`config.mk`:
```
export PLATFORM = sky130hd
export DESIGN_NAME = bp_table_arbiter
export DESIGN_NICKNAME = d
export VERILOG_FILES = /design/src/rtl/bp_table_arbiter.sv
export SDC_FILE = /design/constraint.sdc
export NUM_CORES = 1
export LEC_CHECK = 0
export CAP_MARGIN = 40
export CELL_PAD_IN_SITES_DETAIL_PLACEMENT = 1
export CELL_PAD_IN_SITES_GLOBAL_PLACEMENT = 1
export CORE_MARGIN = 10
export CORE_UTILIZATION = 40
export DETAILED_ROUTE_END_ITERATION = 7
export GPL_TIMING_DRIVEN = 0
export PLACE_DENSITY_LB_ADDON = 0.1
export SLEW_MARGIN = 40
export SYNTH_ARGS = -nofsm -noshare
export SYNTH_HDL_FRONTEND = slang
export SYNTH_SLANG_ARGS = --single-unit
```
`constraint.sdc`:
```
create_clock -name clk -period 6.2 [get_ports clk]
set_input_delay 1.24 -clock clk [delete_from_list [all_inputs] [get_ports clk]]
set_output_delay 1.24 -clock clk [all_outputs]
set_load 0.02 [all_outputs]
```
`src/rtl/bp_table_arbiter.sv`:
```
// bp_table_arbiter: shares one single-port PHT between prediction lookups and queued training updates; owns GHR and the post-reset init sweep.
// Latency: lookup grant is combinational (lk_ready), prediction one cycle later; each update costs a read cycle plus a write cycle.
// Backpressure: lk_ready withheld during init, update write and forced update reads; up_ready low during init or while the queue is full.
module bp_table_arbiter #(
  parameter int IDX_W      = 6,
  parameter int QDEPTH     = 4,
  parameter int STARVE_MAX = 3
) (
  input  logic             clk,
  input  logic             rst_n,
  input  logic             lk_valid,
  input  logic [31:0]      lk_pc,
  output logic             lk_ready,
  output logic             rsp_valid,
  output logic             rsp_taken,
  input  logic             up_valid,
  input  logic [31:0]      up_pc,
  input  logic             up_taken,
  output logic             up_ready,
  output logic             tbl_en,
  output logic             tbl_we,
  output logic [IDX_W-1:0] tbl_addr,
  output logic [1:0]       tbl_wdata,
  input  logic [1:0]       tbl_rdata
);

  localparam int PW = $clog2(QDEPTH);
  localparam int CW = PW + 1;
  localparam int SW = $clog2(STARVE_MAX + 1);
  localparam logic [CW-1:0]    Q_FULL   = CW'(QDEPTH);
  localparam logic [SW-1:0]    S_LIM    = SW'(STARVE_MAX);
  localparam logic [IDX_W-1:0] IDX_LAST = '1;

  typedef enum logic [1:0] {ST_INIT, ST_ARB, ST_UPD_WR} state_t;

  typedef struct packed {
    logic [IDX_W-1:0] idx;
    logic             taken;
  } upd_t;

  state_t           state, state_nxt;
  logic [IDX_W-1:0] init_cnt;
  logic [IDX_W-1:0] ghr;
  upd_t             queue [QDEPTH];
  logic [PW-1:0]    wr_ptr, rd_ptr;
  logic [CW-1:0]    count;
  logic [SW-1:0]    starve_cnt;
  upd_t             held;
  upd_t             head;
  logic             rsp_vld_q;

  logic             q_empty, q_full;
  logic             push, pop, grant;
  logic [IDX_W-1:0] lk_idx, up_idx;
  logic [1:0]       sat_val;
  logic             en_c, we_c;
  logic [IDX_W-1:0] addr_c;
  logic [1:0]       wdata_c;

  // Only the index bits of the PCs feed the hash; the rest is intentionally dropped.
  logic unused_pc_bits;
  assign unused_pc_bits = ^{lk_pc[31:IDX_W+2], lk_pc[1:0], up_pc[31:IDX_W+2], up_pc[1:0]};

  assign q_empty  = (count == '0);
  assign q_full   = (count == Q_FULL);
  assign head     = queue[rd_ptr];
  assign lk_idx   = lk_pc[IDX_W+1:2] ^ ghr;
  assign up_idx   = up_pc[IDX_W+1:2] ^ ghr;

  // up_ready looks only at the registered count, so a full queue refuses a push even on a pop cycle.
  assign up_ready = (state != ST_INIT) && !q_full;
  assign push     = up_valid && up_ready;

  // Update reads win when nothing else wants the port, when lookups have had their run, or when the queue is full.
  assign pop      = (state == ST_ARB) && !q_empty && (!lk_valid || (starve_cnt == S_LIM) || q_full);
  assign grant    = (state == ST_ARB) && !pop && lk_valid;
  assign lk_ready = grant;

  assign rsp_valid = rsp_vld_q;
  assign rsp_taken = rsp_vld_q & tbl_rdata[1];

  // SRAM controls are gated by rst_n so a write in flight is cut the moment reset asserts.
  assign tbl_en    = en_c & rst_n;
  assign tbl_we    = we_c & rst_n;
  assign tbl_addr  = addr_c & {IDX_W{rst_n}};
  assign tbl_wdata = wdata_c & {2{rst_n}};

  // State register.
  always_ff @(posedge clk or negedge rst_n) begin
    if (!rst_n) state <= ST_INIT;
    else        state <= state_nxt;
  end

  // Next-state: sweep the table once, then alternate between arbitration and update writes.
  always_comb begin
    state_nxt = state;
    case (state)
      ST_INIT:   if (init_cnt == IDX_LAST) state_nxt = ST_ARB;
      ST_ARB:    if (pop) state_nxt = ST_UPD_WR;
      ST_UPD_WR: state_nxt = ST_ARB;
      default:   state_nxt = ST_INIT;
    endcase
  end

  // PHT port drive for the current state.
  always_comb begin
    en_c    = 1'b0;
    we_c    = 1'b0;
    addr_c  = '0;
    wdata_c = 2'b00;
    case (state)
      ST_INIT: begin
        en_c    = 1'b1;
        we_c    = 1'b1;
        addr_c  = init_cnt;
        wdata_c = 2'b01;
      end
      ST_ARB: begin
        if (pop) begin
          en_c   = 1'b1;
          addr_c = head.idx;
        end else if (grant) begin
          en_c   = 1'b1;
          addr_c = lk_idx;
        end
      end
      ST_UPD_WR: begin
        en_c    = 1'b1;
        we_c    = 1'b1;
        addr_c  = held.idx;
        wdata_c = sat_val;
      end
      default: ;
    endcase
  end

  // Saturating 2-bit counter step applied to the value read in the previous cycle.
  always_comb begin
    sat_val = tbl_rdata;
    if (held.taken) begin
      if (tbl_rdata != 2'b11) sat_val = tbl_rdata + 2'b01;
    end else begin
      if (tbl_rdata != 2'b00) sat_val = tbl_rdata - 2'b01;
    end
  end

  // Init sweep address, advancing once per INIT cycle.
  always_ff @(posedge clk or negedge rst_n) begin
    if (!rst_n)                 init_cnt <= '0;
    else if (state == ST_INIT)  init_cnt <= init_cnt + 1'b1;
  end

  // Global history shifts in the resolved direction of every accepted update.
  always_ff @(posedge clk or negedge rst_n) begin
    if (!rst_n)    ghr <= '0;
    else if (push) ghr <= {ghr[IDX_W-2:0], up_taken};
  end

  // Queue pointers and occupancy; pointers wrap naturally since depth is a power of two.
  always_ff @(posedge clk or negedge rst_n) begin
    if (!rst_n) begin
      wr_ptr <= '0;
      rd_ptr <= '0;
      count  <= '0;
    end else begin
      if (push) wr_ptr <= wr_ptr + 1'b1;
      if (pop)  rd_ptr <= rd_ptr + 1'b1;
      case ({push, pop})
        2'b10:   count <= count + 1'b1;
        2'b01:   count <= count - 1'b1;
        default: ;
      endcase
    end
  end

  // Queue storage; entries hash with the pre-shift GHR.
  always_ff @(posedge clk) begin
    if (push) queue[wr_ptr] <= '{idx: up_idx, taken: up_taken};
  end

  // Hold the popped entry for the write half of the read-modify-write.
  always_ff @(posedge clk or negedge rst_n) begin
    if (!rst_n)   held <= '0;
    else if (pop) held <= head;
  end

  // Count lookup grants that bypassed a waiting update; never exceeds STARVE_MAX since that forces a pop.
  always_ff @(posedge clk or negedge rst_n) begin
    if (!rst_n)               starve_cnt <= '0;
    else if (pop || q_empty)  starve_cnt <= '0;
    else if (grant)           starve_cnt <= starve_cnt + 1'b1;
  end

  // Prediction becomes valid the cycle the granted read data returns.
  always_ff @(posedge clk or negedge rst_n) begin
    if (!rst_n) rsp_vld_q <= 1'b0;
    else        rsp_vld_q <= grant;
  end

endmodule

```
==> out/results.ini <==
[synthesis]
syn_nets=280
syn_inst=201
synth_edf_count=28
synthArstFlopShare_pct=52.5
netlist.area_leader.share_pct=30.0
syn_area_per_cell_um2=13.9
yosys.area.top_type=edfxtp_1
seq_area_frac_synth_pct=57.7
synth_cell_type_count=40
ys.flop_type=dfrtp_1
synth.area.top_cells=edfxtp_1 30%, dfrtp_1 28%, mux2_2 6.0%
yosys_warnings=0
synth.ff_latch_count=59
synthesis.area_mm2=0.00280

[route]
ant_nets=0
num_vias=1751
firstDrtPassIters=4
vias_per_cell=5.06
wl_um=5830
drc=0
wl_per_cell_um=16.8
drt_iter0_markers=32

[clock_tree]
cts_hold_buf=0
cts_tree=yes
ctsResizeCount=0
clk_pin_slew_worst_paths_ps=70
insertion_delay_ps=340
post_cts_buffers=0
numCtsBuffers=9
ctsLongestPathBuffers=2
htree_num_levels=3
cts_root_buf=clkbuf_8
cts_sinks=59

[timing]
tightest_slew_ps=629
worst_slack_ps=1450
finalCriticalPeriod_ps=4750
finalSetupViolations=0
fin_worst_skew_ps=9.61
finalHoldViolations=0
fin_hold_ws_ps=507
rsz0062_at_grt=no
slew_viol_final=0
fmax_mhz=211
max_slew_margin_pct=57.0
period_share_pct=76.6

[power_and_ir_drop]
power_density_mw_per_mm2=234
netSwitchingFraction_pct=23.5
switchingPower_uw=191
seq_power_share_pct=51.0
comb_power_share_pct=5.3
vdd_ir_drop_max_mv=0.180
p_leak_nw=1.42
pwr-share-clk_pct=43.6
p_int_uw=622
p_total_uw=814

[setup_path]
crit_type=in2out
crit_chain=buf_2 -> buf_16 -> nand3b_1 -> a211oi_2 -> a221o_1 -> clkdlybuf4s50_1
worstPathMaxFanout=19
max_stage_delay_ps=610
worstPathRequired_ps=4960
crit_family=buffers and inverters
arrival_ps=3510
r2r_slack_ps=3620
endpoint_kind=output port
worst_path_max_delay_cell=clkdlybuf4s50_1
critPathBufInv=3
start_kind=input port

[cells_and_area]
drive_gt1_share_pct=20.0
n_antenna_cell=0
nets=324
design_area_mm2=0.00347
fillers=699
area_delta_synth_final_pct=23.8

[floorplan]
die_area_mm2=0.0108
core_area_mm2=0.00679
floorplan.initialDensity_pct=41.3
rows=30
die_x_um=104
pin_count=85
die_h_um=104

[global_routing]
grt_overflow=0
grt_max_degree=20
grt_pass1_wl_um=9980
antenna_found_initial=0
grt_pass1_vias=1910
grt_use_total_pct=11.5

[flow_run]
drv_cap=0

[placement]
post-place-ws_ps=1380
place_area_mm2=0.00327
gp_congestion=0.728
dp_hpwl_um=4380
port_buffers=32

[worst_hold_path]
hold_path_class=reg2reg

[run_status]
status=finished clean

-- cells in the final DEF (no fill, tap or decap), types with 7 or more instances in the layout --
cell             netlist  final
mux2_2                15     15
mux2i_1                7      7
mux4_2                 7      7
and3_1                 7      7
nor2_1                15     15
xnor2_1               13     13
clkbuf_8               0      9
edfxtp_1              28     28
dfrtp_1               31     31
clkdlybuf4s50_1        0     31
inv_1                 11     11
ha_1                   7      7
xor2_1                10     10
-- worst paths after layout --
check | cells past startpoint | to | startpoint
max | 6 | tbl_addr[2] | rst_n
min | 1 | held[3]$_DFFE_PN0P_ | held[3]$_DFFE_PN0P_
max reg2reg | 9 | count[2]$_DFFE_PN0P_ | state[0]$_DFFE_PN0P_
min reg2reg | 1 | held[3]$_DFFE_PN0P_ | held[3]$_DFFE_PN0P_
max in group asynchronous | 2 | init_cnt[1]$_DFFE_PN0P_ | rst_n
min in group asynchronous | 1 | count[1]$_DFFE_PN0P_ | rst_n
-- kinds of logic after synthesis --
logic type,share of synthesized area (%)
AND/OR/NAND/NOR,8.57
XOR/XNOR,7.18
AO/OA/AOI/OAI,5.09
flip-flops,57.7
multiplexers,14.1
adder cells (fa/ha/maj),4.55
buffers and inverters,2.81
-- power groups by stage --
stage	Sequential (mW)	Clock [mW]	Combinational, mW
after floorplan	0.422	0	0.0170
after CTS	0.415	0.365	0.0445
final	0.415	0.355	0.0435
after global routing	0.415	0.386	0.0486
after global placement	0.423	0	0.0421
after detailed placement	0.423	0	0.0443
-- Yosys cell counts, drive strengths merged, types with 4 or more instances --
library cell and number:
dfrtp 31, edfxtp 28, mux2 15, nor2 15
xnor2 13, inv 11, xor2 10, and3 8
ha 7, mux2i 7, mux4 7, a221o 6
buf 4, nand2 4
-- layer usage --
metal	up-vias	track usage, %	share of wire [%]
met5	-	0	0
met4	0	5.07	1.5
met3	8	3.35	3.9
met2	34	18.3	46
met1	886	14.3	48
li1	823	-	-
-- metrics by stage --
stage / util [%] / instances / setup TNS, ps
2_1_floorplan: - / 201 / 0
3_3_place_gp: 47.8 / 329 / -401
3_5_place_dp: 48.1 / 330 / 0
4_1_cts: 51.0 / 346 / 0
5_1_grt: 51.1 / 346 / 0
6_report: 51.1 / 346 / 0
-- sequential cells by signal, summed over array words and instances, names as in the netlist --
signal,cells
rd_ptr,2
starve_cnt,2
ghr,6
init_cnt,6
count,3
wr_ptr,2
held,7
state,2
rsp_valid,1
queue,28
-- final cells by class --
type	count	area [um^2]	area share (%)
sequential	59	1620	46.6
clock inverter	7	76.3	2.20
multi-input combinational	124	1110	32.1
clock buffer	9	124	3.57
tap	96	120	3.46
buffer	7	37.5	1.08
timing repair buffer	33	343	9.87
inverter	11	41.3	1.19
-- worst register-to-register path, stage by stage, from the launching register on --
cell	delay [ps]
dfrtp_1	440
nor2_1	530
nand3b_1	190
buf_2	250
ha_1	230
inv_1	60
fa_1	370
xor2_1	150
nor2_1	120
xor2_1	150
No activity file was read; power rests on OpenSTA's default activity.
